[config.mk]
export PLATFORM = sky130hd
export DESIGN_NAME = ahb_arbiter
export DESIGN_NICKNAME = d
export VERILOG_FILES = /design/src/rtl/ahb_pkg.sv /design/src/rtl/ahb_rr_picker.sv /design/src/rtl/ahb_arbiter.sv
export SDC_FILE = /design/constraint.sdc
export NUM_CORES = 1
export LEC_CHECK = 0
export ABC_AREA = 1
export CAP_MARGIN = 10
export CORE_ASPECT_RATIO = 1.4
export CORE_MARGIN = 8
export CORE_UTILIZATION = 56
export CTS_BUF_LIST = sky130_fd_sc_hd__clkbuf_8
export CTS_CLUSTER_DIAMETER = 200
export DETAILED_ROUTE_END_ITERATION = 6
export GPL_ROUTABILITY_DRIVEN = 0
export PLACE_DENSITY = 0.82
export SETUP_SLACK_MARGIN = 0.1
export SLEW_MARGIN = 30
export SYNTH_ARGS = -nofsm -noshare
export SYNTH_HDL_FRONTEND = slang
export SYNTH_HIERARCHICAL = 1
export SYNTH_SLANG_ARGS = --single-unit
[constraint.sdc]
create_clock -name HCLK -period 2.6 [get_ports HCLK]
set_clock_uncertainty 0.05 [all_clocks]
set_input_delay 0.52 -clock HCLK [delete_from_list [all_inputs] [get_ports HCLK]]
set_output_delay 0.52 -clock HCLK [all_outputs]
set_load 0.05 [all_outputs]
[src/rtl/ahb_pkg.sv]
// -----------------------------------------------------------------------------
// ahb_pkg
// Shared types and helpers for the AHB bus arbiter.
//   htrans_t    : AHB transfer type encoding (IDLE/BUSY/NONSEQ/SEQ)
//   hburst_t    : AHB burst type encoding
//   arb_state_t : arbiter control states (ARB, BURST, LOCKED)
//   burst_beats : number of beats of a fixed-length burst, 1 for SINGLE/INCR
//   is_fixed_burst : true for the 4/8/16-beat burst types
// -----------------------------------------------------------------------------
package ahb_pkg;

  localparam int CNT_W = 4;

  typedef enum logic [1:0] {
    HTRANS_IDLE   = 2'd0,
    HTRANS_BUSY   = 2'd1,
    HTRANS_NONSEQ = 2'd2,
    HTRANS_SEQ    = 2'd3
  } htrans_t;

  typedef enum logic [2:0] {
    HBURST_SINGLE = 3'd0,
    HBURST_INCR   = 3'd1,
    HBURST_WRAP4  = 3'd2,
    HBURST_INCR4  = 3'd3,
    HBURST_WRAP8  = 3'd4,
    HBURST_INCR8  = 3'd5,
    HBURST_WRAP16 = 3'd6,
    HBURST_INCR16 = 3'd7
  } hburst_t;

  typedef enum logic [1:0] {
    ST_ARB    = 2'd0,
    ST_BURST  = 2'd1,
    ST_LOCKED = 2'd2
  } arb_state_t;

  function automatic logic [4:0] burst_beats(input hburst_t b);
    logic [4:0] beats;
    case (b)
      HBURST_WRAP4,  HBURST_INCR4:  beats = 5'd4;
      HBURST_WRAP8,  HBURST_INCR8:  beats = 5'd8;
      HBURST_WRAP16, HBURST_INCR16: beats = 5'd16;
      default:                      beats = 5'd1;
    endcase
    return beats;
  endfunction

  function automatic logic is_fixed_burst(input hburst_t b);
    return (burst_beats(b) > 5'd1);
  endfunction

endpackage

[src/rtl/ahb_rr_picker.sv]
// -----------------------------------------------------------------------------
// ahb_rr_picker
// Combinational round-robin search. Scans the request vector starting at
// (ptr + 1) mod NUM_MASTERS and wrapping around, so the master at ptr itself
// is considered last.
// Ports:
//   req    in  NUM_MASTERS  request vector
//   ptr    in  IDX_W        index of the previous winner
//   winner out NUM_MASTERS  one-hot winner (all zero when no request)
//   valid  out 1            at least one request present
// -----------------------------------------------------------------------------
module ahb_rr_picker
  import ahb_pkg::*;
#(
  parameter int NUM_MASTERS = 4,
  parameter int IDX_W       = (NUM_MASTERS > 1) ? $clog2(NUM_MASTERS) : 1
) (
  input  logic [NUM_MASTERS-1:0] req,
  input  logic [IDX_W-1:0]       ptr,
  output logic [NUM_MASTERS-1:0] winner,
  output logic                   valid
);

  always_comb begin
    int               pos;
    logic [IDX_W-1:0] idx;
    winner = '0;
    valid  = 1'b0;
    pos    = 0;
    idx    = '0;
    for (int i = 1; i <= NUM_MASTERS; i++) begin
      pos = int'(ptr) + i;
      if (pos >= NUM_MASTERS) begin
        pos = pos - NUM_MASTERS;
      end
      idx = IDX_W'(pos);
      if (!valid && req[idx]) begin
        winner[idx] = 1'b1;
        valid       = 1'b1;
      end
    end
  end

endmodule

[src/rtl/ahb_arbiter.sv]
// -----------------------------------------------------------------------------
// ahb_arbiter
// AHB bus arbiter: round-robin grant among requesting masters, with grant
// hold for fixed-length bursts, undefined-length INCR continuation and
// locked transfer sequences.
// Ports:
//   HCLK       in  1            clock, all state changes on rising edge
//   HRST       in  1            synchronous active-high reset
//   HBUSREQ    in  NUM_MASTERS  per-master bus request
//   HLOCK      in  NUM_MASTERS  per-master locked-transfer request
//   HTRANS     in  2            transfer type of the address-phase master
//   HBURST     in  3            burst type of the address-phase master
//   HREADY     in  1            shared ready, transfers accepted when 1
//   HGRANT     out NUM_MASTERS  one-hot registered grant
//   HMASTER    out IDX_W        index of the address-phase owner
//   HMASTLOCK  out 1            current address-phase transfer is locked
// The "owner" used for continuation and lock release is the current grant
// holder, which is also the master driving HTRANS/HBURST while a grant is
// held across a burst or locked sequence.
// -----------------------------------------------------------------------------
module ahb_arbiter
  import ahb_pkg::*;
#(
  parameter  int NUM_MASTERS    = 4,
  parameter  int DEFAULT_MASTER = 0,
  localparam int IDX_W          = (NUM_MASTERS > 1) ? $clog2(NUM_MASTERS) : 1
) (
  input  logic                   HCLK,
  input  logic                   HRST,
  input  logic [NUM_MASTERS-1:0] HBUSREQ,
  input  logic [NUM_MASTERS-1:0] HLOCK,
  input  logic [1:0]             HTRANS,
  input  logic [2:0]             HBURST,
  input  logic                   HREADY,
  output logic [NUM_MASTERS-1:0] HGRANT,
  output logic [IDX_W-1:0]       HMASTER,
  output logic                   HMASTLOCK
);

  localparam logic [IDX_W-1:0]       DEF_IDX   = IDX_W'(DEFAULT_MASTER);
  localparam logic [NUM_MASTERS-1:0] DEF_GRANT = NUM_MASTERS'(1) << DEFAULT_MASTER;

  function automatic logic [IDX_W-1:0] onehot_to_idx(input logic [NUM_MASTERS-1:0] oh);
    logic [IDX_W-1:0] idx;
    idx = '0;
    for (int i = 0; i < NUM_MASTERS; i++) begin
      if (oh[i]) begin
        idx = idx | IDX_W'(i);
      end
    end
    return idx;
  endfunction

  arb_state_t             state_q,     state_d;
  logic [NUM_MASTERS-1:0] grant_q,     grant_d;
  logic [IDX_W-1:0]       ptr_q,       ptr_d;
  logic [CNT_W-1:0]       cnt_q,       cnt_d;
  logic [IDX_W-1:0]       hmaster_q,   hmaster_d;
  logic                   hmastlock_q, hmastlock_d;

  htrans_t                htrans;
  hburst_t                hburst;
  logic [IDX_W-1:0]       owner_idx;
  logic [NUM_MASTERS-1:0] rr_winner;
  logic                   rr_valid;
  logic [IDX_W-1:0]       rr_idx;

  logic                   keep_owner;
  logic [NUM_MASTERS-1:0] arb_grant;
  logic [IDX_W-1:0]       arb_idx;
  logic [IDX_W-1:0]       arb_ptr;
  logic                   arb_lock;
  logic                   rearb;

  assign htrans    = htrans_t'(HTRANS);
  assign hburst    = hburst_t'(HBURST);
  assign owner_idx = onehot_to_idx(grant_q);
  assign rr_idx    = onehot_to_idx(rr_winner);

  ahb_rr_picker #(
    .NUM_MASTERS (NUM_MASTERS),
    .IDX_W       (IDX_W)
  ) u_rr_picker (
    .req    (HBUSREQ),
    .ptr    (ptr_q),
    .winner (rr_winner),
    .valid  (rr_valid)
  );

  // Arbitration decision, used whenever the grant is free to move. An owner
  // still streaming an undefined-length INCR keeps the bus; otherwise the
  // round-robin winner takes it, and an idle bus parks on DEFAULT_MASTER
  // without disturbing the rotation pointer. Lock carries no priority: it
  // only matters after the winner has been chosen.
  always_comb begin
    keep_owner = HBUSREQ[owner_idx] && (hburst == HBURST_INCR) &&
                 (htrans != HTRANS_IDLE);
    arb_grant  = DEF_GRANT;
    arb_idx    = DEF_IDX;
    arb_ptr    = ptr_q;
    if (keep_owner) begin
      arb_grant = grant_q;
      arb_idx   = owner_idx;
      arb_ptr   = owner_idx;
    end else if (rr_valid) begin
      arb_grant = rr_winner;
      arb_idx   = rr_idx;
      arb_ptr   = rr_idx;
    end
    arb_lock = HLOCK[arb_idx];
  end

  // Next-state logic. Nothing moves on wait states; on an accepted transfer
  // the address-phase registers follow the grant, and the FSM decides
  // whether the grant holds or is re-arbitrated on this same edge.
  always_comb begin
    state_d     = state_q;
    grant_d     = grant_q;
    ptr_d       = ptr_q;
    cnt_d       = cnt_q;
    hmaster_d   = hmaster_q;
    hmastlock_d = hmastlock_q;
    rearb       = 1'b0;

    if (HREADY) begin
      hmaster_d   = owner_idx;
      hmastlock_d = HLOCK[owner_idx];

      case (state_q)
        ST_ARB: begin
          // The first beat of a fixed burst is the NONSEQ itself, so the
          // counter tracks the SEQ beats still to come.
          if ((htrans == HTRANS_NONSEQ) && is_fixed_burst(hburst)) begin
            state_d = ST_BURST;
            cnt_d   = CNT_W'(burst_beats(hburst) - 5'd1);
          end else begin
            rearb = 1'b1;
          end
        end

        ST_BURST: begin
          case (htrans)
            HTRANS_SEQ: begin
              if (cnt_q <= CNT_W'(1)) begin
                cnt_d = '0;
                rearb = 1'b1;
              end else begin
                cnt_d = cnt_q - CNT_W'(1);
              end
            end
            HTRANS_IDLE, HTRANS_NONSEQ: begin
              cnt_d = '0;
              rearb = 1'b1;
            end
            default: ; // BUSY holds the beat count
          endcase
        end

        ST_LOCKED: begin
          if (!HLOCK[owner_idx] &&
              ((htrans == HTRANS_IDLE) || (htrans == HTRANS_NONSEQ))) begin
            rearb = 1'b1;
          end
        end

        default: state_d = ST_ARB;
      endcase

      if (rearb) begin
        grant_d = arb_grant;
        ptr_d   = arb_ptr;
        state_d = arb_lock ? ST_LOCKED : ST_ARB;
      end
    end
  end

  always_ff @(posedge HCLK) begin
    if (HRST) begin
      state_q     <= ST_ARB;
      grant_q     <= DEF_GRANT;
      ptr_q       <= DEF_IDX;
      cnt_q       <= '0;
      hmaster_q   <= DEF_IDX;
      hmastlock_q <= 1'b0;
    end else begin
      state_q     <= state_d;
      grant_q     <= grant_d;
      ptr_q       <= ptr_d;
      cnt_q       <= cnt_d;
      hmaster_q   <= hmaster_d;
      hmastlock_q <= hmastlock_d;
    end
  end

  assign HGRANT    = grant_q;
  assign HMASTER   = hmaster_q;
  assign HMASTLOCK = hmastlock_q;

endmodule

# After elaboration in Yosys (flattened, before gate mapping)

Index checks and enable logic that the tools add are counted.

Add/subtract/negate cells: 10
Multiply operators: 0
Div/mod/pow operators: 0
Magnitude comparators: 16
Equality and inequality tests: 15
Shift-type cells: 0
Muxes and demuxes: 65
Bitwise operators: 4
Reduce and logical (&&, ||, !) cells: 30

Operators with widths:

| kind                                                                            | number |
|---|---|
| 4-bit 2-to-1 mux                                                                | 10 |
| 2-bit 2-to-1 mux                                                                | 15 |
| 1-bit 2-to-1 mux                                                                | 21 |
| 2-bit by 3-bit less-than comparator with 1-bit output, second input constant    | 6 |
| 4-bit one-hot mux with 2 select lines                                           | 2 |
| 5-bit one-hot mux with 3 select lines                                           | 1 |
| 1-bit binary-select mux with 2-bit select                                       | 7 |
| 3-bit == test, second input constant                                            | 4 |
| 4-bit bitwise OR                                                                | 3 |
| 1-bit logical AND                                                               | 11 |
| 5-bit 2-to-1 mux                                                                | 2 |
| 2-bit OR reduction                                                              | 5 |
| 3-bit >= comparator, second input constant                                      | 3 |
| 3-bit AND reduction                                                             | 3 |
| 1-bit demux with 2-bit select                                                   | 4 |
| 2-bit by 1-bit >= comparator with 1-bit output, second input constant           | 4 |
| 2-bit by 1-bit subtractor with 2-bit output, second input constant              | 4 |
| 4-bit by 1-bit subtractor with 4-bit output, second input constant              | 2 |
| 2-bit by 2-bit adder with 3-bit output, second input constant                   | 2 |
| 2-bit == test, second input constant                                            | 3 |
| 3-bit by 2-bit == test with 1-bit output, second input constant                 | 2 |
| 2-bit nonzero test                                                              | 3 |
| 5-bit by 1-bit greater-than comparator with 1-bit output, second input constant | 1 |
| 2-bit by 3-bit adder with 4-bit output, second input constant                   | 1 |
| other kinds (17)                                                                | 21 |

Register bits after elaboration: 15
Bits in latches: 0
RAM bits: 0
Memory bits (read-only): 0
Input bits: 16
Output and inout port bits: 7
Word-level logic and storage cells: 146
Memories kept: 0

# Logic depth before layout (Yosys ltp)

Gate-level depths: netlist of the first run.

Depth after elaboration: 24
Mapped depth: 16
Depth with buffers taken out: 16

# Hierarchy

Netlist of the first run, hierarchy kept.

By module, submodules not included:

| module        | instances | cells an instance | area each (µm²) | sequential area each (µm²) |
|---|---|---|---|---|
| ahb_arbiter   | 1         | 165               | 1091.0          | 300.3 |
| ahb_rr_picker | 1         | 80                | 451.7           | 0.0 |

# Worst setup path after synthesis of the first run

No wires, ideal clock.

Kind: register -> register
From: register ptr_q[0]
To: register state_q[1]
Setup time: 70 ps
Arrival time: 2236 ps
Data required time: 2480 ps
Setup slack: 243 ps
Cell stages (with the launch flop): 17
Buffers on the path: 0
Period minus slack after synthesis: 2357 ps
Cell sequence: dfxtp_1 inv_2 ha_1 inv_1 nand3_1 nand2_1 nand3_2 nor2_1 nor2_1 nand2_1 o21ai_0 inv_1 nand2_1 nand3_1 nand3b_1 nand3_1 a21oi_1

Elaborated cells between the ends (all ways): 70
Classes of those cells: 8 x add/sub; 12 x order compare; 37 x mux; 3 x bitwise; 10 x reduce/logical

RTL lines:

| item                                                                            | RTL line            | source |
|---|---|---|
| start: declaration                                                              | ahb_arbiter.sv:56   | `logic [IDX_W-1:0] ptr_q, ptr_d;` |
| start signal: assignment                                                        | ahb_arbiter.sv:188  | `ptr_q <= ptr_d;` |
| branches (longest 14 deep; another with 2-bit by 1-bit adder with 3-bit output) | --                  |  |
| 4-bit 2-to-1 mux *                                                              | ahb_rr_picker.sv:37 | `if (!valid && req[idx]) begin` |
| via rr_winner[3]                                                                | ahb_arbiter.sv:64   | `logic [NUM_MASTERS-1:0] rr_winner;` |
| 2-bit 2-to-1 mux *                                                              | ahb_arbiter.sv:47   | `if (oh[i]) begin` |
| 2-bit 2-to-1 mux *                                                              | ahb_arbiter.sv:105  | `end else if (rr_valid) begin` |
| 2-bit 2-to-1 mux *                                                              | ahb_arbiter.sv:101  | `if (keep_owner) begin` |
| 1-bit binary-select mux with 2-bit select *                                     | ahb_arbiter.sv:110  | `arb_lock = HLOCK[arb_idx];` |
| 1-bit 2-to-1 mux (not written as such) *                                        | ahb_arbiter.sv:110  |  |
| 2-bit 2-to-1 mux *                                                              | ahb_arbiter.sv:172  | `state_d = arb_lock ? ST_LOCKED : ST_ARB;` |
| 2-bit 2-to-1 mux *                                                              | ahb_arbiter.sv:169  | `if (rearb) begin` |
| end signal: assignment                                                          | ahb_arbiter.sv:186  | `state_q <= state_d;` |
| end: declaration                                                                | ahb_arbiter.sv:54   | `arb_state_t state_q, state_d;` |

Mark *: on every way through the listed nets, which the timed path passes. The select of a mux whose other input is x is not followed.
A chain may end at the register's enable or synchronous reset.

# Final worst setup path of the first run

From: input HBUSREQ[0]
To: register state_q[1]

Elaborated cells between the ends (all ways): 38
Classes of those cells: 27 x mux; 3 x bitwise; 8 x reduce/logical

RTL lines:

| item                                        | RTL line            | source |
|---|---|---|
| start: declaration                          | ahb_arbiter.sv:30   | `input logic [NUM_MASTERS-1:0] HBUSREQ,` |
| 1-bit binary-select mux with 2-bit select   | ahb_rr_picker.sv:37 |  |
| 1-bit 2-to-1 mux (not written as such)      | ahb_rr_picker.sv:37 |  |
| 1-bit 2-to-1 mux                            | ahb_rr_picker.sv:37 |  |
| 1-bit zero test                             | ahb_rr_picker.sv:37 |  |
| 1-bit logical AND                           | ahb_rr_picker.sv:37 |  |
| 1-bit 2-to-1 mux                            | ahb_rr_picker.sv:37 |  |
| 1-bit zero test                             | ahb_rr_picker.sv:37 |  |
| 1-bit logical AND                           | ahb_rr_picker.sv:37 |  |
| (+4 left out)                               | --                  |  |
| via rr_winner[2]                            | ahb_arbiter.sv:64   |  |
| 2-bit 2-to-1 mux * (2 in series)            | ahb_arbiter.sv:47   |  |
| 2-bit 2-to-1 mux *                          | ahb_arbiter.sv:105  |  |
| 2-bit 2-to-1 mux *                          | ahb_arbiter.sv:101  |  |
| 1-bit binary-select mux with 2-bit select * | ahb_arbiter.sv:110  |  |
| 1-bit 2-to-1 mux (not written as such) *    | ahb_arbiter.sv:110  |  |
| 2-bit 2-to-1 mux *                          | ahb_arbiter.sv:172  |  |
| 2-bit 2-to-1 mux *                          | ahb_arbiter.sv:169  |  |

The timed path passes the listed nets; every way through them passes the cells marked *. The select of a mux whose other input is x is not followed.

==> implementation parameters, run 1 <==
Parameter                              Value

Run status
  Result of the run    finished clean

Yosys
  Mean Syn Cell Area    6.30 um2
  Cell area after technology mapping    0.00154 mm2
  Number of flops mapped to enable cells by yosys    0
  Biggest area contributors in the synthesized netlist    sky130_fd_sc_hd__dfxtp_1, sky130_fd_sc_hd__nand2_1, sky130_fd_sc_hd__nand3_1, sky130_fd_sc_hd__ha_1, sky130_fd_sc_hd__inv_1
  Cell variety after synth    33
  Synth warn    6
  Flops & latches, synth    15
  Post-synth ARST share    0
  Post-Syn Instances    245
  Area fraction of the dominant cell type after synthesis    0.195
  Most used flip-flop cell after synthesis    sky130_fd_sc_hd__dfxtp_1
  Sequential share of the synthesized area    0.195
  Number of nets produced by synthesis    275
  Largest area contributor in the synthesized netlist    sky130_fd_sc_hd__dfxtp_1

Clock network
  Number of levels in the clock H-tree    1
  Master cell of the clock root buffer    sky130_fd_sc_hd__clkbuf_8
  Count of clock tree sinks    15
  Number of buffers added by the clock tree synthesis step    3
  Clk Latency, worst-skew pair    260 ps
  Clock Tree Buf Depth    2
  Clk pin slew, worst setup/hold paths    60 ps
  TritonCTS clock tree    yes
  Post-CTS setup repair buffer count    0
  Post-cts gate resize count    0
  Post-CTS Hold Fix Bufs    0

Global route
  Via count of the first global-routing pass    1588
  Antenna violations before repair    0
  Global-route total usage across every layer    0.174
  Wire length of the first global-routing pass    6.47 mm
  Maximum number of pins on one net before global-route repair    12
  Overall overflow remaining after global route    0

STA
  Fin Hold WS    418 ps
  Final count of hold timing violations    0
  Unrepaired setup endpoints after global routing    false
  Crit share post-route    0.879
  Highest achievable clock rate    0.438 GHz
  Final-report setup violation count    0
  Worst slew pin tran    527 ps
  Post-route minimum period    2280 ps
  Normalized max-slew margin    0.648
  Number of max-slew violations in the final report    0

Setup path
  Element type at the critical path end    flop
  Worst Setup Start Kind    input port
  CP max stage cell    sky130_fd_sc_hd__clkdlybuf4s50_1
  Data arrival at the endpoint of the critical path    2380 ps
  Slowest stage delay, CP    530 ps
  Most repeated library cell on the critical path    sky130_fd_sc_hd__nand2_1
  CP cell instances    clkdlybuf4s50_1 -> nand2_1 -> nand2_1 -> nand2_1 -> nand2_1 -> nand3_2 -> nor2_1 -> nor2_1 -> nand2_1 -> o21ai_0 -> nand2_1 -> nand2_1 -> nand3b_1 -> nand3_1 -> a21oi_1
  Critical path type    input port to flop
  Highest net fanout along the worst path    4
  Critical path required time    2700 ps

Final layout
  Total number of nets in the final design    307
  Ant. Diodes    0
  P&R area growth vs syn    23.6%
  Share of post-route cells with drive strength above 1    0.152
  Final instance area    0.00191 mm2

Floorplan
  Row cnt    22
  Horizontal extent of the die    60.4 um
  Effective utilization at floorplan    0.590
  Die outline height    78.1 um
  Total Die Area    0.00471 mm2
  CORE AREA    0.00262 mm2
  Ports    23

Pwr
  Clock group share of total power    0.092
  Psw    0.00117 W
  Cell-internal power    0.000981 W
  Standby leakage power    0.929 nW
  Max VDD drop    0.811 mV
  Power share of the sequential group    0.161
  Power per unit of standard cell area    1130 mW/mm2
  Logic gate share of total power    0.746
  Switching share of power    0.544

Drt
  Routed wire length    3.74 mm
  Detail-routed via count per cell    5.20
  Average routed wire per standard cell    12.0 um
  Number of DRC violations after detailed routing    0
  DR pass1 iterations    5
  First DRT Iteration DRCs    63
  Total number of vias    1621
  Detail Route Antenna Nets    0

Hold path
  Worst hold-check path type    flop to flop

Place
  Total placed instance area    0.00185 mm2
  Placed wire-length estimate    3.04 mm
  Quantity of I/O buffers inserted on ports    22

Flow run
  Max-Cap Viols    0
## metal layers
layer	GRT usage	wire length [um]
met5	0	0
met4	0.0839	116
met2	0.344	2090
met3	0.0245	105
met1	0.158	1430
## kinds of logic after synthesis
logic type | count (synthesis) | synth area share
AND/OR/NAND/NOR | 148 | 0.477
buffers and inverters | 39 | 0.0965
AO/OA/AOI/OAI | 27 | 0.107
flip-flops | 15 | 0.195
adder cells (fa/ha/maj) | 14 | 0.114
XOR/XNOR | 2 | 0.0114
## per-stage QoR
stage	setup slack (ps)	TNS, ps	util	power [W]	instances
final	316	0	0.729	0.00215	312
after global routing	95.7	0	0.729	0.00234	312
after CTS	229	0	0.727	0.00212	312
after detailed placement	-16.9	-16.9	0.709	0.00192	308
after global placement	55.0	0	0.709	0.00189	308
after floorplan	243	0	-	0.00153	245
## power by group through the flow
stage / sequential, W / combinational, W / clock, W
floorplan: 0.000464 / 0.00107 / 0
global placement: 0.000348 / 0.00155 / 0
detailed placement: 0.000350 / 0.00157 / 0
CTS: 0.000346 / 0.00158 / 0.000198
global route: 0.000351 / 0.00178 / 0.000207
finish: 0.000347 / 0.00161 / 0.000199
## cell usage after synthesis (3+ instances only)
cell type                 instances
sky130_fd_sc_hd__nand2_2          8
sky130_fd_sc_hd__ha_1            14
sky130_fd_sc_hd__dfxtp_1         15
sky130_fd_sc_hd__nand2_1         63
sky130_fd_sc_hd__nor2_1          21
sky130_fd_sc_hd__nor2_4           4
sky130_fd_sc_hd__a21oi_1         11
sky130_fd_sc_hd__nand3_4          3
sky130_fd_sc_hd__nand3_1         39
sky130_fd_sc_hd__inv_2            6
sky130_fd_sc_hd__inv_1           30
sky130_fd_sc_hd__o21ai_0          6
## worst max-delay path, delay by kind of cell
| family | cells | cell delay [ps] |
|---|---|---|
| and+or+nand+nor | 12 | 1160 |
| buffers and inverters | 1 | 530 |
| AOI/OAI and AO/OA | 2 | 170 |
## layout by cell type, fill, tap and decap left out, types with 2 or more instances in the layout
cell type | Yosys | final
sky130_fd_sc_hd__buf_4 | 0 | 8
sky130_fd_sc_hd__clkdlybuf4s50_1 | 0 | 21
sky130_fd_sc_hd__nand2_2 | 8 | 8
sky130_fd_sc_hd__nor2_2 | 2 | 2
sky130_fd_sc_hd__dfxtp_1 | 15 | 15
sky130_fd_sc_hd__inv_2 | 6 | 6
sky130_fd_sc_hd__nand3b_1 | 2 | 2
sky130_fd_sc_hd__a21oi_1 | 11 | 11
sky130_fd_sc_hd__nand3_1 | 39 | 39
sky130_fd_sc_hd__o21ai_2 | 1 | 2
sky130_fd_sc_hd__clkbuf_8 | 0 | 3
sky130_fd_sc_hd__nand3_2 | 2 | 2
sky130_fd_sc_hd__inv_1 | 30 | 30
sky130_fd_sc_hd__nor2_4 | 4 | 4
sky130_fd_sc_hd__nand3_4 | 3 | 3
sky130_fd_sc_hd__nor2_1 | 21 | 21
sky130_fd_sc_hd__ha_1 | 14 | 14
sky130_fd_sc_hd__a221oi_1 | 2 | 2
sky130_fd_sc_hd__o21ai_0 | 6 | 5
sky130_fd_sc_hd__nand2_1 | 63 | 63
## final timing paths
check / start / to / slack (ps) / depth (start not counted)
setup reg to reg: ptr_q[1] / state_q[1] / 360 / 16
setup / recovery: HBUSREQ[0] / state_q[1] / 320 / 15
hold / removal: HGRANT[0] / HGRANT[0] / 420 / 2
hold reg to reg: HGRANT[0] / HGRANT[0] / 420 / 2
## sequential cells by signal (all words and copies together), names as in the netlist
| name | flops |
|---|---|
| HMASTLOCK | 1 |
| cnt_q | 4 |
| HMASTER | 2 |
| HGRANT | 4 |
| ptr_q | 2 |
| state_q | 2 |
## cell type report
type                            count  area (um2)
Inverter                           36         135
Fill cell                         229         708
Multi-Input combinational cell    191        1100
Tap cell                           36        45.0
Clock inverter                      1        5.00
Sequential cell                    15         300
Timing Repair Buffer               30         283
Clock buffer                        3        41.3
No activity file was read; power rests on OpenSTA's default activity.
==> run 2: changes to the inputs <==
--- a/config.mk
+++ b/config.mk
@@ -19,5 +19,4 @@
 export SLEW_MARGIN = 30
 export SYNTH_ARGS = -nofsm -noshare
 export SYNTH_HDL_FRONTEND = slang
-export SYNTH_HIERARCHICAL = 1
 export SYNTH_SLANG_ARGS = --single-unit
==> run 2 against run 1 <==
Effect of this change:
- design area shrank 3.5%
- setup slack gained 12 ps
- critical path depth is the same
- sequential share of layout area grew 0.57 points
- power shrank 4.6%
- fmax grew 0.51%
- die area shrank 1.4%
- critical path type is now flop to flop
- largest power group unchanged
==> implementation parameters, run 2 <==
Parameter                              Value

Global route
  Antenna violations before repair    0 (unchanged)
  Global-route total usage across every layer    0.176 (+0.00246)
  Overall overflow remaining after global route    0 (unchanged)
  Wire length of the first global-routing pass    6.56 mm (+1.5%)
  Via count of the first global-routing pass    1519 (-4.3%)
  Maximum number of pins on one net before global-route repair    12 (unchanged)

Clock network
  TritonCTS clock tree    yes
  Number of levels in the clock H-tree    1 (unchanged)
  Post-CTS Hold Fix Bufs    0 (unchanged)
  Post-cts gate resize count    0 (unchanged)
  Clock Tree Buf Depth    2 (unchanged)
  Count of clock tree sinks    15 (unchanged)
  Post-CTS setup repair buffer count    0 (unchanged)
  Clk Latency, worst-skew pair    260 ps (about the same)
  Number of buffers added by the clock tree synthesis step    3 (unchanged)
  Master cell of the clock root buffer    sky130_fd_sc_hd__clkbuf_8
  Clk pin slew, worst setup/hold paths    60 ps (about the same)

Floorplan
  CORE AREA    0.00259 mm2 (-1.1%)
  Die outline height    77.5 um (-0.75%)
  Horizontal extent of the die    59.9 um (-0.69%)
  Row cnt    22 (unchanged)
  Effective utilization at floorplan    0.585 (-0.00485)
  Total Die Area    0.00465 mm2 (-1.4%)
  Ports    23 (unchanged)

Final layout
  Total number of nets in the final design    283 (-7.8%)
  Share of post-route cells with drive strength above 1    0.147 (-0.00535)
  Ant. Diodes    0 (unchanged)
  Non-filler cells in the finished layout    288 (-7.7%)
  Commonest cells after routing, fill and taps aside    sky130_fd_sc_hd__nand2_1, sky130_fd_sc_hd__inv_1, sky130_fd_sc_hd__nand3_1
  P&R area growth vs syn    21.6%
  Most frequent standard cell in the layout excluding fill and tap cells    sky130_fd_sc_hd__nand2_1
  Share of the core filled with cells in the final layout    0.711 (-0.0179)

Place
  Quantity of I/O buffers inserted on ports    22 (unchanged)
  Placed wire-length estimate    3.08 mm (+1.3%)
  Cell count after placement    284 (-7.8%)

Yosys
  Flops & latches, synth    15 (unchanged)
  Post-Syn Instances    224 (-8.6%)
  Most used flip-flop cell after synthesis    sky130_fd_sc_hd__dfxtp_1
  Number of nets produced by synthesis    254 (-7.6%)
  Sequential share of the synthesized area    0.198 (+0.00370)
  Area fraction of the dominant cell type after synthesis    0.198 (+0.00370)
  Dominant cell by count in the synthesized netlist    sky130_fd_sc_hd__nand2_1
  Number of flops mapped to enable cells by yosys    0 (unchanged)
  Ranking of synthesized cells by instance count    sky130_fd_sc_hd__nand2_1, sky130_fd_sc_hd__inv_1, sky130_fd_sc_hd__nand3_1
  Synth warn    0 (-6)
  Biggest area contributors in the synthesized netlist    sky130_fd_sc_hd__dfxtp_1, sky130_fd_sc_hd__nand2_1, sky130_fd_sc_hd__ha_1, sky130_fd_sc_hd__nand3_1, sky130_fd_sc_hd__inv_1
  Post-synth ARST share    0 (unchanged)
  Mean Syn Cell Area    6.76 um2 (+7.3%)
  Cell variety after synth    37 (+12%)
  Cell area after technology mapping    0.00151 mm2 (-1.9%)
  Largest area contributor in the synthesized netlist    sky130_fd_sc_hd__dfxtp_1

STA
  Number of max-slew violations in the final report    0 (unchanged)
  Final-report setup violation count    0 (unchanged)
  Crit share post-route    0.874 (-0.00445)
  Post-route minimum period    2270 ps (-11.6 ps)
  Normalized max-slew margin    0.654 (+0.00588)
  Worst slew pin tran    518 ps (-8.79 ps)
  Unrepaired setup endpoints after global routing    false
  Highest achievable clock rate    0.440 GHz (+0.51%)
  Final count of hold timing violations    0 (unchanged)
  Aggregate negative setup slack    0 ps (unchanged)

Flow run
  Max-Cap Viols    0 (unchanged)

Run status
  Result of the run    finished clean

Pwr
  Power per unit of standard cell area    1120 mW/mm2 (-1.2%)
  Clock group share of total power    0.095 (+0.003)
  Switching share of power    0.547 (+0.00308)
  Logic gate share of total power    0.732 (-0.014)
  Psw    0.00112 W (-4.1%)
  Cell-internal power    0.000930 W (-5.2%)
  Max VDD drop    0.974 mV (+20%)
  Power share of the sequential group    0.173 (+0.012)
  Standby leakage power    0.881 nW (-5.1%)

Drt
  First DRT Iteration DRCs    48 (-24%)
  Number of DRC violations after detailed routing    0 (unchanged)
  Routed wire length    3.74 mm (-0.13%)
  Detail Route Antenna Nets    0 (unchanged)
  Detail-routed via count per cell    5.33 (+2.7%)
  Average routed wire per standard cell    13.0 um (+8.2%)
  DR pass1 iterations    4 (-1)
  Total number of vias    1536 (-5.2%)

Setup path
  Reg-to-reg setup timing slack    330 ps (-30 ps)
  Critical path type    flop to flop
  Worst Setup Start Kind    flop
  Data arrival at the endpoint of the critical path    2410 ps (+30 ps)
  Highest net fanout along the worst path    10 (+6)
  Element type at the critical path end    flop
  Critical path required time    2740 ps (+40 ps)

Hold path
  Worst hold-check path type    flop to flop
run 2: per-stage QoR:
| step | total power, W | hold slack (ps) | worst slack (ps) | area [um2] |
|---|---|---|---|---|
| 2_1_floorplan | 0.00154 | 417 | 420 | 1510 |
| 3_3_place_gp | 0.00184 | 390 | 184 | 1790 |
| 3_5_place_dp | 0.00186 | 406 | 149 | 1790 |
| 4_1_cts | 0.00205 | 414 | 318 | 1840 |
| 5_1_grt | 0.00225 | 441 | 103 | 1840 |
| 6_report | 0.00205 | 414 | 327 | 1840 |
run 2: worst max-delay path: stages, from the launching register on:
cell and delay (ps):
sky130_fd_sc_hd__dfxtp_1 430, sky130_fd_sc_hd__inv_8 80, sky130_fd_sc_hd__ha_1 380, sky130_fd_sc_hd__inv_1 160
sky130_fd_sc_hd__nand3_4 110, sky130_fd_sc_hd__nand2_8 110, sky130_fd_sc_hd__inv_6 50, sky130_fd_sc_hd__nand2_1 50
sky130_fd_sc_hd__nand2_1 50, sky130_fd_sc_hd__inv_1 60, sky130_fd_sc_hd__nand3_1 130, sky130_fd_sc_hd__o21ai_2 200
sky130_fd_sc_hd__nand2_1 70, sky130_fd_sc_hd__nand3_1 70, sky130_fd_sc_hd__nand3_1 90, sky130_fd_sc_hd__a21oi_2 110
run 2: worst paths after layout:
check / start / to / depth (start not counted)
worst max register to register: ptr_q[0] / state_q[1] / 15
worst min register to register: HGRANT[0] / HGRANT[0] / 2
worst min-delay path: HGRANT[0] / HGRANT[0] / 2
worst max-delay path: ptr_q[0] / state_q[1] / 15
run 2: final cells by class:
cell class	count	area, um2
multi-input cells	174	1060
well taps	36	45.0
repair buffers	26	250
flip-flops and latches	15	300
fillers	244	747
clock inverters	1	5.00
inverters	33	136
clock buffers	3	41.3
run 2: power groups by stage:
stage,sequential (W),combinational (W),clock (W)
6_report,0.000354,0.00150,0.000195
5_1_grt,0.000364,0.00167,0.000210
4_1_cts,0.000354,0.00150,0.000197
3_5_place_dp,0.000359,0.00150,0
3_3_place_gp,0.000357,0.00148,0
2_1_floorplan,0.000453,0.00108,0
run 2: kinds of logic (layout without fill, tap and decap cells):
kind of cell	Yosys count	in the layout	share of synthesized area
simple gates	119	119	0.416
flops	15	15	0.198
compound gates	39	39	0.159
buf+inv	35	63	0.100
xor+xnor	2	2	0.0116
fa+ha+maj	14	14	0.116
run 2: routing by layer:
metal / share of wire / vias up / track usage
li1: - / 792 / -
met1: 0.40 / 703 / 0.173
met2: 0.54 / 32 / 0.329
met4: 0.029 / 0 / 0.0983
met5: 0 / - / 0
met3: 0.034 / 9 / 0.0248
==> run 3: changes to the inputs <==
--- a/config.mk
+++ b/config.mk
@@ -14,9 +14,10 @@
 export CTS_CLUSTER_DIAMETER = 200
 export DETAILED_ROUTE_END_ITERATION = 6
 export GPL_ROUTABILITY_DRIVEN = 0
+export HOLD_SLACK_MARGIN = 0.1
 export PLACE_DENSITY = 0.82
 export SETUP_SLACK_MARGIN = 0.1
-export SLEW_MARGIN = 30
+export SLEW_MARGIN = 20
 export SYNTH_ARGS = -nofsm -noshare
 export SYNTH_HDL_FRONTEND = slang
 export SYNTH_SLANG_ARGS = --single-unit
==> results of run 3 <==
Same layout as run 2: the final DEF is identical, and so are final timing and power.
